`src/rtl/fft_agu_sequencer_if.sv`:
```
// Handshake/bus bundle between the FFT controller and the AGU sequencer.
// The stall signal exists only when FFT_AGU_STALL_EN is defined.
// master: controller side (issues start/stall, observes sequencer outputs)
// slave : sequencer side
interface fft_agu_sequencer_if #(
  parameter int M = 9
);
  logic         start;
`ifdef FFT_AGU_STALL_EN
  logic         stall;
`endif
  logic [M-1:0] level;
  logic [M-1:0] index;
  logic         rd_valid;
  logic         rd_bank;
  logic         wr_en;
  logic [M-1:0] wr_level;
  logic [M-1:0] wr_index;
  logic         wr_bank;
  logic         busy;
  logic         done;

`ifdef FFT_AGU_STALL_EN
  modport master (
    output start, stall,
    input  level, index, rd_valid, rd_bank, wr_en, wr_level, wr_index, wr_bank, busy, done
  );
  modport slave (
    input  start, stall,
    output level, index, rd_valid, rd_bank, wr_en, wr_level, wr_index, wr_bank, busy, done
  );
`else
  modport master (
    output start,
    input  level, index, rd_valid, rd_bank, wr_en, wr_level, wr_index, wr_bank, busy, done
  );
  modport slave (
    input  start,
    output level, index, rd_valid, rd_bank, wr_en, wr_level, wr_index, wr_bank, busy, done
  );
`endif
endinterface

```
`src/rtl/fft_agu_sequencer.sv`:
```
// FFT address-generation sequencer: steps (level, index) butterfly counters,
// issues read strobes, replays them as write strobes BFLY_LAT cycles later,
// and inserts a BFLY_LAT-cycle drain gap between levels so that reads of the
// next level never overtake writes of the current one.
// Optional build macro: FFT_AGU_STALL_EN adds a stall input that freezes the
// whole sequencer (FSM, counters, write pipeline) outside IDLE.
//
// state   | meaning
// --------+---------------------------------------------------------
// S_IDLE  | waiting for start, outputs idle
// S_RUN   | one butterfly read per cycle, index counting up
// S_DRAIN | no reads, waiting for the level's writes to retire
// S_DONE  | one-cycle done pulse, then back to IDLE
module fft_agu_sequencer #(
  parameter int M        = 9,
  parameter int BFLY_LAT = 2
) (
  input  logic                 clk,
  input  logic                 reset_n,
  fft_agu_sequencer_if.slave   bus
);

  localparam logic [M-1:0] IDX_LAST = M'((2 ** (M - 1)) - 1);
  localparam logic [M-1:0] LVL_LAST = M'(M - 1);
  localparam logic [3:0]   DRAIN_LD = 4'(BFLY_LAT);
  localparam int           PW       = 2 * M + 1;

  typedef enum logic [1:0] {
    S_IDLE  = 2'd0,
    S_RUN   = 2'd1,
    S_DRAIN = 2'd2,
    S_DONE  = 2'd3
  } state_t;

  state_t        state_q;
  logic [M-1:0]  level_q;
  logic [M-1:0]  index_q;
  logic [3:0]    drain_q;
  logic          rd_valid_q;
  logic          busy_q;
  logic          done_q;
  logic [PW-1:0] pipe_q [BFLY_LAT];
  logic          freeze;
  logic          wr_valid;

  // Stall only bites once a transform is under way; IDLE must still see start.
`ifdef FFT_AGU_STALL_EN
  assign freeze = bus.stall && (state_q != S_IDLE);
`else
  assign freeze = 1'b0;
`endif

  // Sequencer FSM with registered counters and strobes.
  always_ff @(posedge clk or negedge reset_n) begin
    if (!reset_n) begin
      state_q    <= S_IDLE;
      level_q    <= '0;
      index_q    <= '0;
      drain_q    <= '0;
      rd_valid_q <= 1'b0;
      busy_q     <= 1'b0;
      done_q     <= 1'b0;
    end else if (!freeze) begin
      case (state_q)
        S_IDLE: begin
          if (bus.start) begin
            state_q    <= S_RUN;
            level_q    <= '0;
            index_q    <= '0;
            rd_valid_q <= 1'b1;
            busy_q     <= 1'b1;
          end
        end
        S_RUN: begin
          if (index_q == IDX_LAST) begin
            index_q    <= '0;
            drain_q    <= DRAIN_LD;
            rd_valid_q <= 1'b0;
            state_q    <= S_DRAIN;
          end else begin
            index_q <= index_q + M'(1);
          end
        end
        S_DRAIN: begin
          // The counter value 1 marks the cycle the level's last write lands.
          if (drain_q == 4'd1) begin
            drain_q <= '0;
            if (level_q == LVL_LAST) begin
              done_q  <= 1'b1;
              state_q <= S_DONE;
            end else begin
              level_q    <= level_q + M'(1);
              rd_valid_q <= 1'b1;
              state_q    <= S_RUN;
            end
          end else begin
            drain_q <= drain_q - 4'd1;
          end
        end
        S_DONE: begin
          done_q  <= 1'b0;
          busy_q  <= 1'b0;
          level_q <= '0;
          state_q <= S_IDLE;
        end
        default: state_q <= S_IDLE;
      endcase
    end
  end

  // Write-delay line: replays {rd_valid, level, index} BFLY_LAT cycles later.
  always_ff @(posedge clk or negedge reset_n) begin
    if (!reset_n) begin
      for (int i = 0; i < BFLY_LAT; i++) pipe_q[i] <= '0;
    end else if (!freeze) begin
      pipe_q[0] <= {rd_valid_q, level_q, index_q};
      for (int i = 1; i < BFLY_LAT; i++) pipe_q[i] <= pipe_q[i-1];
    end
  end

  assign wr_valid     = pipe_q[BFLY_LAT-1][PW-1];

  assign bus.level    = level_q;
  assign bus.index    = index_q;
  assign bus.rd_valid = rd_valid_q & ~freeze;
  assign bus.rd_bank  = level_q[0];
  assign bus.wr_en    = wr_valid & ~freeze;
  assign bus.wr_level = pipe_q[BFLY_LAT-1][PW-2:M];
  assign bus.wr_index = pipe_q[BFLY_LAT-1][M-1:0];
  // Qualified by the write strobe so the bank select idles at 0 (incl. reset).
  assign bus.wr_bank  = wr_valid & ~pipe_q[BFLY_LAT-1][M];
  assign bus.busy     = busy_q;
  assign bus.done     = done_q;

endmodule

```
`src/flat_wrapper.sv`:
```
// flat-port wrapper written by rule: the top's interface ports become plain ports
module fft_agu_sequencer_flat 
#(
  parameter int M        = 9,
  parameter int BFLY_LAT = 2
)
  (clk, reset_n, bus_start, bus_level, bus_index, bus_rd_valid, bus_rd_bank, bus_wr_en, bus_wr_level, bus_wr_index, bus_wr_bank, bus_busy, bus_done);
  fft_agu_sequencer_if #(.M(M)) bus_i ();
  input  logic clk;
  input  logic reset_n;
  input wire logic [$bits(bus_i.start)-1:0] bus_start;
  output wire logic [$bits(bus_i.level)-1:0] bus_level;
  output wire logic [$bits(bus_i.index)-1:0] bus_index;
  output wire logic [$bits(bus_i.rd_valid)-1:0] bus_rd_valid;
  output wire logic [$bits(bus_i.rd_bank)-1:0] bus_rd_bank;
  output wire logic [$bits(bus_i.wr_en)-1:0] bus_wr_en;
  output wire logic [$bits(bus_i.wr_level)-1:0] bus_wr_level;
  output wire logic [$bits(bus_i.wr_index)-1:0] bus_wr_index;
  output wire logic [$bits(bus_i.wr_bank)-1:0] bus_wr_bank;
  output wire logic [$bits(bus_i.busy)-1:0] bus_busy;
  output wire logic [$bits(bus_i.done)-1:0] bus_done;
  assign bus_i.start = bus_start;
  assign bus_level = bus_i.level;
  assign bus_index = bus_i.index;
  assign bus_rd_valid = bus_i.rd_valid;
  assign bus_rd_bank = bus_i.rd_bank;
  assign bus_wr_en = bus_i.wr_en;
  assign bus_wr_level = bus_i.wr_level;
  assign bus_wr_index = bus_i.wr_index;
  assign bus_wr_bank = bus_i.wr_bank;
  assign bus_busy = bus_i.busy;
  assign bus_done = bus_i.done;
  fft_agu_sequencer #(.M(M), .BFLY_LAT(BFLY_LAT)) u_core (.clk(clk), .reset_n(reset_n), .bus(bus_i));
endmodule
```
`config.mk`:
```
export PLATFORM = sky130hd
export DESIGN_NAME = fft_agu_sequencer_flat
export DESIGN_NICKNAME = d
export VERILOG_FILES = /design/src/rtl/fft_agu_sequencer_if.sv /design/src/rtl/fft_agu_sequencer.sv /design/src/flat_wrapper.sv
export SDC_FILE = /design/constraint.sdc
export NUM_CORES = 1
export LEC_CHECK = 0
export BUFFER_PORTS_ARGS = -buffer_cell sky130_fd_sc_hd__buf_2
export CORE_ASPECT_RATIO = 1.1
export CORE_MARGIN = 3
export CORE_UTILIZATION = 55
export CTS_BUF_LIST = sky130_fd_sc_hd__clkbuf_16
export CTS_CLUSTER_SIZE = 10
export DETAILED_ROUTE_END_ITERATION = 6
export MAX_ROUTING_LAYER = met4
export PLACE_DENSITY = 0.78
export SYNTH_ARGS = -nofsm -noshare
export SYNTH_HDL_FRONTEND = slang
export SYNTH_SLANG_ARGS = --single-unit
```
`constraint.sdc`:
```
create_clock -name clk -period 2 [get_ports clk]
set_input_delay 0.1 -clock clk [delete_from_list [all_inputs] [get_ports clk]]
set_output_delay 0.1 -clock clk [all_outputs]
set_load 0.02 [all_outputs]
```
# Word level (Yosys, flattened, before mapping)
# Cells that the tools add are included.
# classes
n_bitwise	2
n_mux	23
n_reduce_logical	14
n_addsub	3
n_eq_ne	11
# op_table
cell	n
9-bit 2-to-1 mux	4
9-bit one-hot mux with 3 select lines	1
9-bit by 1-bit adder with 9-bit output (second input constant)	2
9-bit one-hot mux with 2 select lines	1
9-bit by 4-bit equality test with 1-bit output (second input constant)	1
9-bit by 8-bit equality test with 1-bit output (second input constant)	1
2-bit 2-to-1 mux	4
4-bit 2-to-1 mux	2
2-bit one-hot mux with 4 select lines	1
4-bit one-hot mux with 2 select lines	1
2-bit nonzero test	4
1-bit 2-to-1 mux	6
2-bit by 1-bit inequality test with 1-bit output (second input constant)	3
2-bit AND reduction	3
3-bit AND reduction	2
3-bit nonzero test	2
5-bit AND reduction	1
2-bit equality test (second input constant)	2
4-bit by 1-bit equality test with 1-bit output (second input constant)	1
2-bit inequality test (second input constant)	2
1-bit one-hot mux with 2 select lines	2
4-bit AND reduction	1
4-bit by 1-bit subtractor with 4-bit output (second input constant)	1
1-bit one-hot mux with 3 select lines	1
4 further kinds	4
# totals
ff_bits	65
wordCells	62
in_bits	3

# Longest topological paths before layout
# Gate-level depths: netlist (run 1).
# depth
word_depth	4
mapped_depth	7

# Worst setup path after synthesis (run 1)
# Ideal clock, no wire load.
# synth_path
path_type	reg2reg
startpoint	register u_core.level_q[0] (netlist: u_core.bus.level[0])
endpoint	register u_core.level_q[3] (netlist: u_core.bus.level[3])
path_slack_ns	0.221
period_less_slack_ns	1.779
path_buffers	0
stages_incl_launch_ff	7
setup_ns	0.082
arrival_ns	1.697
required_time_ns	1.918
path_cell_list	dfrtp_1 > inv_1 > ha_1 > and4bb_2 > a211oi_4 > a41oi_1 > a31oi_1
# synth_between
elab_chain_cells	4
# synth_lines
item	line	source
start: declaration	fft_agu_sequencer.sv:36	logic [M-1:0] level_q;
start signal: assignment	fft_agu_sequencer.sv:92	level_q <= level_q + M'(1);
9-bit by 1-bit adder with 9-bit output	fft_agu_sequencer.sv:92	
9-bit 2-to-1 mux	fft_agu_sequencer.sv:88	if (level_q == LVL_LAST) begin
9-bit 2-to-1 mux	fft_agu_sequencer.sv:86	if (drain_q == 4'd1) begin
9-bit one-hot mux with 3 select lines	fft_agu_sequencer.sv:64	case (state_q)
# Parallel ways exist; a longest one is shown, timed or not. The select of a mux whose other input is x is not followed.
# A chain may end at the register's enable or synchronous reset.

# Worst setup path after layout (run 1)
# layout_path
startpoint	register u_core.drain_q[1]
endpoint	register u_core.level_q[5] (netlist: u_core.bus.level[5])
# layout_between
elab_chain_cells	3
# layout_lines
item	line	source
start: declaration	fft_agu_sequencer.sv:38	logic [3:0] drain_q;
start signal: assignment	fft_agu_sequencer.sv:97	drain_q <= drain_q - 4'd1;
4-bit by 1-bit equality test with 1-bit output	fft_agu_sequencer.sv:86	
2-bit by 1-bit inequality test with 1-bit output (no line)	n/a	
4-bit AND reduction (no line)	n/a	
# No other way between the ends.

==> results of run 1 <==
==> what timing repair did <==
item / in CTS / in global routing
pin swaps: 1 / 1
endpoints found under the setup margin: 1 / 3
buffers inserted: 0 / 2
hold endpoints to repair: 16 / 0
hold buffers: 1 / 0
gates resized for setup: 0 / 1
==> state kept, by name (all words and copies together) (netlist names) <==
| name | cells |
|---|---|
| u_core.bus.wr_en | 1 |
| u_core.bus.index | 9 |
| u_core.bus.wr_level | 9 |
| u_core.pipe_q | 19 |
| u_core.bus.wr_index | 9 |
| u_core.bus.done | 1 |
| u_core.bus.level | 9 |
| u_core.bus.busy | 1 |
| u_core.bus.rd_valid | 1 |
| u_core.state_q | 2 |
| u_core.drain_q | 4 |
==> critical path: cells and delay by family, from the launching register on <==
kind,cells,cell delay (ps)
adders and majority gates,1,180
AOI/OAI and AO/OA,3,490
and+or+nand+nor,1,400
DFF,1,390
buffers and inverters,2,290
==> cell type report <==
| class | count | area share, % |
|---|---|---|
| clock buffers | 9 | 7.29 |
| well taps | 54 | 2.19 |
| multi-input cells | 122 | 25.4 |
| repair buffers | 54 | 10.0 |
| flip-flops and latches | 65 | 52.6 |
| clock inverters | 5 | 1.62 |
| inverters | 7 | 0.850 |
==> through the flow <==
step / cells / total power [uW] / utilization [%]
3_5_place_dp: 299 / 1370 / 62.8
3_3_place_gp: 299 / 1370 / 62.8
5_1_grt: 316 / 2890 / 69.6
2_1_floorplan: 218 / 1340 / -
6_report: 316 / 2790 / 69.6
4_1_cts: 314 / 2820 / 69.2
==> synth_stat cells (2+ instances only) <==
cell type | n | share of area [%]
dfrtp_1 | 65 | 63
buf_4 | 19 | 5.5
a21oi_1 | 17 | 3.3
nand2_1 | 15 | 2.2
nor2_1 | 9 | 1.3
o21ai_0 | 9 | 1.7
a31oi_1 | 8 | 1.9
inv_1 | 7 | 1.0
ha_1 | 5 | 2.4
nand3_1 | 5 | 0.96
nor2b_1 | 5 | 1.2
a41oi_1 | 4 | 1.3
o21a_1 | 4 | 1.2
and3_1 | 3 | 0.72
nand2b_1 | 3 | 0.72
nand4_1 | 3 | 0.72
nor3_1 | 3 | 0.58
o21ai_1 | 3 | 0.58
a211o_1 | 2 | 0.67
buf_2 | 2 | 0.39
clkbuf_1 | 2 | 0.29
nand3b_1 | 2 | 0.58
nor4_1 | 2 | 0.48
o211ai_1 | 2 | 0.58
o31ai_1 | 2 | 0.58
==> cell families after synthesis <==
family / Yosys count / share of synthesized area [%]
flip-flops: 65 / 62.6
AND/OR/NAND/NOR: 58 / 12.8
AO/OA/AOI/OAI: 57 / 14.1
buffers and inverters: 31 / 7.32
adder cells (fa/ha/maj): 5 / 2.41
multiplexers: 2 / 0.818
==> how the worst max path moves through the flow <==
stage / cells past startpoint / slack [ps] / to / start
after global routing: 7 / 60 / u_core.bus.level[5]$_DFFE_PN0P_ / u_core.drain_q[1]$_DFFE_PN0P_
after detailed placement: 6 / 10 / u_core.bus.level[3]$_DFFE_PN0P_ / u_core.drain_q[1]$_DFFE_PN0P_
after floorplan: 6 / 220 / u_core.bus.level[3]$_DFFE_PN0P_ / u_core.bus.level[0]$_DFFE_PN0P_
after CTS: 6 / 30 / u_core.bus.level[3]$_DFFE_PN0P_ / u_core.drain_q[1]$_DFFE_PN0P_
final: 7 / 160 / u_core.bus.level[5]$_DFFE_PN0P_ / u_core.drain_q[1]$_DFFE_PN0P_
after global placement: 6 / 180 / u_core.bus.level[3]$_DFFE_PN0P_ / u_core.drain_q[1]$_DFFE_PN0P_
==> power by group through the flow <==
stage               clock network, uW  registers (uW)  logic [uW]
global placement                    0            1340        33.3
global route                     1530            1320        40.5
detailed placement                  0            1340        34.5
floorplan                           0            1340        1.58
CTS                              1460            1320        35.7
finish                           1440            1320        33.7
==> metal layers <==
layer	GRT usage [%]	up-vias	routed length, um
met2	29.0	66	2310
met4	10.2	0	104
met3	5.25	7	261
li1	-	847	-
met5	-	-	0
met1	25.9	828	2170
==> summary.md, run 1 <==
| Metric | Value |
|---|---|
| Net Sw Frac | 19.0% |
| Clock share of power | roughly half |
| DRC violations left | 0 |
| LEAKAGE | approximately 0.0014 uW |
| Synth Flop Type | dfrtp_1 |
| Reg2reg setup slack | approximately 160 ps |
| Port buffer count | 44 |
| Max_cap viols | 0 |
| Final hold vios | 0 |
| CP max FO | 4 |
| Worst R2R End | u_core.bus.level[5]$_DFFE_PN0P_ |
| Avg WL per Cell | roughly 15 um |
| GR Util All Layers | roughly a fifth |
| Status | completed |
| Hold Path Origin | bus_start |
| Netlist Area Pre-Place | roughly 2600 um2 |
| Core area | around 4400 um2 |
| Syn nets | approximately 230 |
| Fillers | ~340 |
| Post-synth EDFFs | 0 |
| Clock Path Buffers | 2 |
| Global-route wire length before repair | about 8.3 mm |
| Via density per instance | about 5.5 |
| CTS H-Tree Depth | 3 |
| Hold WS | between 100 and 150 ps |
| Clk slew on worst S/H paths | ~50 ps |
| Commonest non-fill, non-tap cell in the layout | dfrtp_1 |
| Clock latency on the worst-skew pair | ~320 ps |
| Critical Setup Path Class | reg -> reg |
| Post-DP Area | 2790 um2 |
| Logic pwr share | under 10% |
| Multi-input combinational cell area | 785 um2 |
| Worst-path cell chain | inv_1 > ha_1 > or3b_4 > a211oi_4 > buf_4 > a21oi_1 > a31oi_1 |
| Setup TNS Final | 0 ps |
| CP max stage delay | roughly 400 ps |
| R2r startpoint | u_core.drain_q[1]$_DFFE_PN0P_ |
| Worst EP arrival | 2080 ps |
| TritonCTS sink count | between 60 and 70 |
| Sequential power share | 47.2% |
| GR Overflow Total | 0 |
| Max transition margin | between 60% and 70% |
| Worst Hold End | u_core.bus.index[1]$_DFFE_PN0P_ |
| Hold WC Path Type | in -> reg |
| Final WS setup | 165 ps |
| Sw Pwr | around 530 uW |
| Worst-margin pin slew | ~590 ps |
| WL final | slightly below 5 mm |
| Die ar. | around 5600 um2 |
| CTS Root Cell | clkbuf_16 |
| Final setup violation count | 0 |
| Final worst-path cycle share | about nine tenths |
| Initial DRT Pass Iterations | 4 |
| DP Wirelength | between 3 and 4 mm |
| Fin crit period | ~1800 ps |
| Reg2Reg Depth | 7 |
| RSZ-0062 raised after global routing | false |
| Pint | roughly 2300 uW |
| Post-synthesis average cell area | roughly 12 um2 |
| Design area | 3090 um2 |
| Most frequent cells in the layout | dfrtp_1, buf_2, a21oi_1 |
| Slowest cell on the critical path | or3b_4 |
| Initial antenna violation count | 0 |
| Peak Freq | between 0.5 and 0.6 GHz |
| Seq/Total Area, Yosys | between 60% and 70% |
| Gate Count Post-Synth | roughly 220 |
| CTS tree | done |
| Worst EP required | around 2200 ps |
| Pins Over Slew Limit | 0 |
| Synth Register Bits | 65 |
| Starting density of the core | between 50% and 60% |
| Die Wd | slightly above 70 um |
| Hold Path Depth | 4 |
| Sequential Area | ~1600 um2 |
| Yosys warning count | 0 |
| Maximum VDD drop | around 0.56 mV |
| Num rows | 25 |
| Pre-CTS WS | approximately 15 ps |
| Startpoint Class | flop |
| First-iteration detailed-routing DRC count | between 100 and 150 |
| Vias in the first global route | ~1700 |
| Area Growth Syn to Fin | 18.9% |
| Share of layout cells above drive strength 1 | a little over a quarter |
| Final Wtd Congestion | 0.751 |
| Nets | between 200 and 300 |
| Vias post-DR | 1748 |
| Die Ht | 78.1 um |
| Largest net degree at the start of global routing | 50 |
| Antenna Diode Count | 0 |
| Share of synthesized registers carrying an async set or reset | 100% |
| CP endpoint kind | flop |
| Yosys cell types | 42 |
| Post-route antenna net violation count | 0 |
| TritonCTS Buffers | 9 |
| Pwr dens | 903 nW/um2 |
| Final Skew | 3.36 ps |
| # IOs | 45 |
Note: power is estimated with default switching activity, not from simulation.
==> inputs of run 2 (changes only) <==
--- a/config.mk
+++ b/config.mk
@@ -14,6 +14,7 @@
 export DETAILED_ROUTE_END_ITERATION = 6
 export MAX_ROUTING_LAYER = met4
 export PLACE_DENSITY = 0.78
+export RECOVER_POWER = 25
 export SYNTH_ARGS = -nofsm -noshare
 export SYNTH_HDL_FRONTEND = slang
 export SYNTH_SLANG_ARGS = --single-unit
==> summary.md, run 2 (synthesis results as in run 1) <==
| Metric | Value |
|---|---|
| First-iteration detailed-routing DRC count | 129 (+0.78%) |
| Final setup violation count | 0 (unchanged) |
| Vias post-DR | 1746 (-0.11%) |
| Status | completed |
| Largest register FFs | 19 (unchanged) |
| Antenna Diode Count | 0 (unchanged) |
| Critical Setup Path Class | reg -> reg |
| Largest Register | u_core.pipe_q |
| Logic pwr share | 1.2% (about the same) |
| Largest net degree at the start of global routing | 50 (unchanged) |
| DRC violations left | 0 (unchanged) |
| CTS Root Cell | clkbuf_16 |
| Met2 WL post-DR | 2.31 mm (about the same) |
| Maximum VDD drop | 0.564 mV (about the same) |
| Slowest cell on the critical path | or3b_4 |
| Clock latency on the worst-skew pair | 320 ps (about the same) |
| WL final | 4.85 mm (about the same) |
| Pwr dens | 904 nW/um2 (about the same) |
| Final Wtd Congestion | 0.751 (unchanged) |
| TritonCTS Buffers | 9 (unchanged) |
| Clk slew on worst S/H paths | 50 ps (about the same) |
| Hold WS | 141 ps (-0.0980 ps) |
| CTS tree | done |
| Worst-margin pin slew | 1010 ps (+416 ps) |
| Post-route antenna net violation count | 0 (unchanged) |
| Num rows | 25 (unchanged) |
| Pint | 2260 uW (about the same) |
| Sw Pwr | 530 uW (about the same) |
| Global-route wire length before repair | 8.25 mm (unchanged) |
| Nets | 267 (unchanged) |
| CTS H-Tree Depth | 3 (unchanged) |
| Clock Path Buffers | 2 (unchanged) |
| Routed wl met3 | 261 um (unchanged) |
| Avg WL per Cell | 15.4 um (about the same) |
| Core area | 4440 um2 (unchanged) |
| Vias in the first global route | 1726 (unchanged) |
| Sequential power share | 47.2% (about the same) |
| Pins Over Slew Limit | 0 (unchanged) |
| LEAKAGE | 0.00139 uW (-0.20%) |
| Most frequent cells in the layout | dfrtp_1, buf_2, a21oi_1 |
| DP Wirelength | 3.19 mm (unchanged) |
| Setup TNS Final | 0 ps (unchanged) |
| Final worst-path cycle share | 92.2% (+0.48 points) |
| Worst EP required | 2240 ps (about the same) |
| RSZ-0062 raised after global routing | false |
| CP max stage delay | 400 ps (about the same) |
| Commonest non-fill, non-tap cell in the layout | dfrtp_1 |
| Max_cap viols | 0 (unchanged) |
| Net Sw Frac | 19.0% (about the same) |
| Die Wd | 71.6 um (unchanged) |
| Max transition margin | 32.8% (-28 points) |
| DR top layer | met4 |
| Clock share of power | 51.6% (about the same) |
| GR Util All Layers | 20.0% (unchanged) |
| Fin crit period | 1840 ps (+9.54 ps) |
| CP max FO | 4 (unchanged) |
| Met1 Wirelength | 2.18 mm (+0.14%) |
| Port buffer count | 44 (unchanged) |
| # IOs | 45 (unchanged) |
| Hold WC Path Type | in -> reg |
| Initial DRT Pass Iterations | 4 (unchanged) |
| Initial antenna violation count | 0 (unchanged) |
| Area Growth Syn to Fin | 18.8% (about the same) |
| TritonCTS sink count | 65 (unchanged) |
| Worst EP arrival | 2090 ps (about the same) |
| GR Overflow Total | 0 (unchanged) |
| Via density per instance | 5.53 (-0.11%) |
| Final hold vios | 0 (unchanged) |
| Final Skew | 3.36 ps (-0.00116 ps) |
| Die ar. | 5590 um2 (unchanged) |
| Startpoint Class | flop |
| Die Ht | 78.1 um (unchanged) |
| Peak Freq | 0.542 GHz (-0.52%) |
| Worst-path cell chain | inv_1 > ha_1 > or3b_4 > a211oi_4 > buf_4 > a21oi_1 > a31oi_1 |
| Starting density of the core | 58.5% (unchanged) |
| CP endpoint kind | flop |
| Share of layout cells above drive strength 1 | 26.7% (-0.38 points) |
==> run 2: changes by cell type in the layout (fill, tap and decap cells not counted), sizes merged <==
cell,delta
clkbuf,+1
buf,-1
==> run 2: worst max-delay path: cells and delay by family, from the launching register on <==
family / cells / cell delay, ps
AOI/OAI and AO/OA: 3 / 490
adders and majority gates: 1 / 190
buffers and inverters: 2 / 300
DFF: 1 / 390
and+or+nand+nor: 1 / 400
==> run 2: path summary, 6_finish.rpt <==
path	start	to	slack, ps	cells past startpoint
worst max register to register	u_core.drain_q[1]$_DFFE_PN0P_	u_core.bus.level[5]$_DFFE_PN0P_	160	7
worst min-delay path	bus_start	u_core.bus.index[1]$_DFFE_PN0P_	140	4
max in group asynchronous	reset_n	u_core.bus.index[3]$_DFFE_PN0P_	760	3
worst min register to register	u_core.pipe_q[37]$_DFF_PN0_	u_core.bus.wr_en$_DFF_PN0_	350	0
worst max-delay path	u_core.drain_q[1]$_DFFE_PN0P_	u_core.bus.level[5]$_DFFE_PN0P_	160	7
min in group asynchronous	reset_n	u_core.pipe_q[35]$_DFF_PN0_	470	2
==> run 2: cell type report <==
cell class	instances	area, um2
Sequential cell	65	1630
Timing Repair Buffer	54	309
Clock buffer	9	225
Inverter	7	26.3
Multi-Input combinational cell	122	785
Tap cell	54	67.6
Clock inverter	5	50.0
Fill cell	337	1350
==> run 2: power by group through the flow <==
stage	clock, uW	combinational (uW)	sequential (uW)
5_1_grt	1530	40.3	1320
3_3_place_gp	0	33.3	1340
2_1_floorplan	0	1.58	1340
4_1_cts	1460	35.7	1320
6_report	1440	33.5	1320
3_5_place_dp	0	34.5	1340
==> run 2: what timing repair did <==
| item | CTS | global route |
|---|---|---|
| buffers inserted | 0 | 2 |
| endpoints found under the hold margin | 16 | 0 |
| hold buffers | 1 | 0 |
| pin swaps | 1 | 1 |
| endpoints found under the setup margin | 1 | 3 |
| cloned | 0 | 0 |
| gates resized for setup | 0 | 1 |
==> run 2: through the flow <==
| step | total power [uW] | area (um2) | std cells | utilization (%) | worst slack, ps |
|---|---|---|---|---|---|
| global placement | 1370 | 2790 | 299 | 62.8 | 177 |
| detailed placement | 1370 | 2790 | 299 | 62.8 | 14.6 |
| global route | 2890 | 3090 | 316 | 69.5 | 56.3 |
| CTS | 2820 | 3070 | 314 | 69.2 | 30.0 |
| floorplan | 1340 | 2600 | 218 | - | 221 |
| finish | 2790 | 3090 | 316 | 69.5 | 155 |
==> run 2: metal layers <==
metal	vias up	track usage, %
li1	847	-
met1	828	25.9
met2	64	29.0
met3	7	5.25
met4	0	10.2
met5	-	-
==> inputs of run 3 (changes only) <==
--- a/config.mk
+++ b/config.mk
@@ -9,7 +9,7 @@
 export CORE_ASPECT_RATIO = 1.1
 export CORE_MARGIN = 3
 export CORE_UTILIZATION = 55
-export CTS_BUF_LIST = sky130_fd_sc_hd__clkbuf_16
+export CTS_BUF_LIST = sky130_fd_sc_hd__clkbuf_8
 export CTS_CLUSTER_SIZE = 10
 export DETAILED_ROUTE_END_ITERATION = 6
 export MAX_ROUTING_LAYER = met4
==> summary.md, run 3 (synthesis results as in run 1) <==
| Metric | Value |
|---|---|
| Final setup violation count | 0 (unchanged) |
| Avg WL per Cell | 15.1 um (-1.7%) |
| Area Growth Syn to Fin | 15.0% |
| Final Skew | 4.95 ps (+1.58 ps) |
| Setup TNS Final | 0 ps (unchanged) |
| Hold Path Depth | 4 (unchanged) |
| Share of layout cells above drive strength 1 | 26.8% (+0.10 points) |
| Clock share of power | 43.9% (-7.7 points) |
| TritonCTS sink count | 65 (unchanged) |
| CTS Root Cell | clkbuf_8 |
| Pins Over Slew Limit | 0 (unchanged) |
| Pint | 1910 uW (-16%) |
| Worst R2R End | u_core.bus.level[5]$_DFFE_PN0P_ |
| Largest register FFs | 19 (unchanged) |
| WL final | 4.76 mm (-2.0%) |
| Met1 Wirelength | 2.11 mm (-2.8%) |
| Clk slew on worst S/H paths | 70 ps (+20 ps) |
| Maximum VDD drop | 0.510 mV (-9.6%) |
| DR top layer | met4 |
| TritonCTS Buffers | 9 (unchanged) |
| Core area | 4440 um2 (unchanged) |
| Status | completed |
| CTS tree | done |
| Port buffer count | 44 (unchanged) |
| Vias in the first global route | 1713 (-0.75%) |
| DP Wirelength | 3.19 mm (unchanged) |
| Worst Hold End | u_core.bus.index[1]$_DFFE_PN0P_ |
| Fin crit period | 1780 ps (-59.8 ps) |
| Final cell utilization of the core | 67.3% (-2.2 points) |
| Worst EP required | 2250 ps (about the same) |
| Hold WC Path Type | in -> reg |
| Reg2Reg Depth | 7 (unchanged) |
| Hold Path Origin | bus_start |
| Die ar. | 5590 um2 (unchanged) |
| Worst-margin pin slew | 1020 ps (+14.0 ps) |
| Final Wtd Congestion | 0.751 (unchanged) |
| DRC violations left | 0 (unchanged) |
| Worst EP arrival | 2040 ps (-50 ps) |
| Via density per instance | 5.52 (-0.14%) |
| Clock latency on the worst-skew pair | 330 ps (about the same) |
| Sequential power share | 54.8% (+7.6 points) |
| CP max FO | 8 (+4) |
| CTS H-Tree Depth | 3 (unchanged) |
| Peak Freq | 0.560 GHz (+3.4%) |
| Clock Path Buffers | 2 (unchanged) |
| Post-route antenna net violation count | 0 (unchanged) |
| Startpoint Class | flop |
| Largest net degree at the start of global routing | 50 (unchanged) |
| Die Wd | 71.6 um (unchanged) |
| Critical Setup Path Class | reg -> reg |
| Die Ht | 78.1 um (unchanged) |
| Global-route wire length before repair | 8.14 mm (-1.4%) |
| Starting density of the core | 58.5% (unchanged) |
| Reg2reg setup slack | 220 ps (+60 ps) |
| Num rows | 25 (unchanged) |
| Antenna Diode Count | 0 (unchanged) |
| R2r startpoint | u_core.drain_q[1]$_DFFE_PN0P_ |
| LEAKAGE | 0.00134 uW (-3.3%) |
| First-iteration detailed-routing DRC count | 123 (-4.7%) |
| # IOs | 45 (unchanged) |
| Hold WS | 126 ps (-15.0 ps) |
| Pwr dens | 803 nW/um2 (-11%) |
| Sw Pwr | 490 uW (-7.5%) |
| Net Sw Frac | 20.4% (+1.4 points) |
| Met2 WL post-DR | 2.32 mm (+0.35%) |
| Fillers | 359 (+6.5%) |
| Nets | 266 (-0.37%) |
| Initial antenna violation count | 0 (unchanged) |
| GR Overflow Total | 0 (unchanged) |
| GR Util All Layers | 19.6% (-0.39 points) |
| CP endpoint kind | flop |
| Max transition margin | 31.9% (-0.93 points) |
| Logic pwr share | 1.4% (+0.2 points) |
| Routed wl met3 | 257 um (-1.5%) |
| RSZ-0062 raised after global routing | false |
| Max_cap viols | 0 (unchanged) |
| Initial DRT Pass Iterations | 4 (unchanged) |
| Vias post-DR | 1738 (-0.46%) |
| Most frequent cells in the layout | dfrtp_1, buf_2, a21oi_1 |
| Commonest non-fill, non-tap cell in the layout | dfrtp_1 |
| Final worst-path cycle share | 89.2% (-3.0 points) |
| Largest Register | u_core.pipe_q |
| Final hold vios | 0 (unchanged) |
-- run 3: metrics by stage --
step                      cells  setup slack [ps]  instance area (um2)  power, uW
after global routing        315               125                 2990       2490
after global placement      299               177                 2790       1370
final                       315               215                 2990       2400
after floorplan             218               221                 2600       1340
after CTS                   314              6.48                 2980       2420
after detailed placement    299              14.6                 2790       1370
-- run 3: worst max path at each step --
stage | start | to | depth (start not counted)
final | u_core.drain_q[1]$_DFFE_PN0P_ | u_core.bus.level[5]$_DFFE_PN0P_ | 7
after global routing | u_core.drain_q[1]$_DFFE_PN0P_ | u_core.bus.level[5]$_DFFE_PN0P_ | 7
after CTS | u_core.drain_q[1]$_DFFE_PN0P_ | u_core.bus.level[3]$_DFFE_PN0P_ | 6
after detailed placement | u_core.drain_q[1]$_DFFE_PN0P_ | u_core.bus.level[3]$_DFFE_PN0P_ | 6
after global placement | u_core.drain_q[1]$_DFFE_PN0P_ | u_core.bus.level[3]$_DFFE_PN0P_ | 6
after floorplan | u_core.bus.level[0]$_DFFE_PN0P_ | u_core.bus.level[3]$_DFFE_PN0P_ | 6
-- run 3: what timing repair did --
action / CTS / global route
hold endpoints to repair: 16 / 0
hold buffers: 1 / 0
setup buffers: 0 / 1
resized for setup: 0 / 1
endpoints found under the setup margin: 0 / 3
-- run 3: metal layers --
metal	vias up	GRT usage (%)
met5	-	-
li1	836	-
met4	0	8.83
met2	51	28.6
met3	7	5.63
met1	844	25.4
-- run 3: critical path: stages (launching register included) --
cell and delay, ps:
dfrtp_1 400, inv_1 100, ha_1 180, or3b_4 410, a211oi_4 200, buf_4 200
a21oi_1 70, a31oi_1 150
-- run 3: power by group through the flow --
stage / registers (uW) / logic (uW) / clock network, uW
final: 1310 / 33.3 / 1050
after global routing: 1310 / 40.3 / 1140
after CTS: 1310 / 35.8 / 1070
after detailed placement: 1340 / 34.5 / 0
after global placement: 1340 / 33.3 / 0
after floorplan: 1340 / 1.58 / 0
-- run 3: area by class of cell --
cell class	count	area (um2)	area share, %
flip-flops and latches	65	1630	54.4
multi-input cells	122	785	26.2
repair buffers	53	302	10.1
clock buffers	10	138	4.60
well taps	54	67.6	2.26
clock inverters	4	46.3	1.55
inverters	7	26.3	0.879
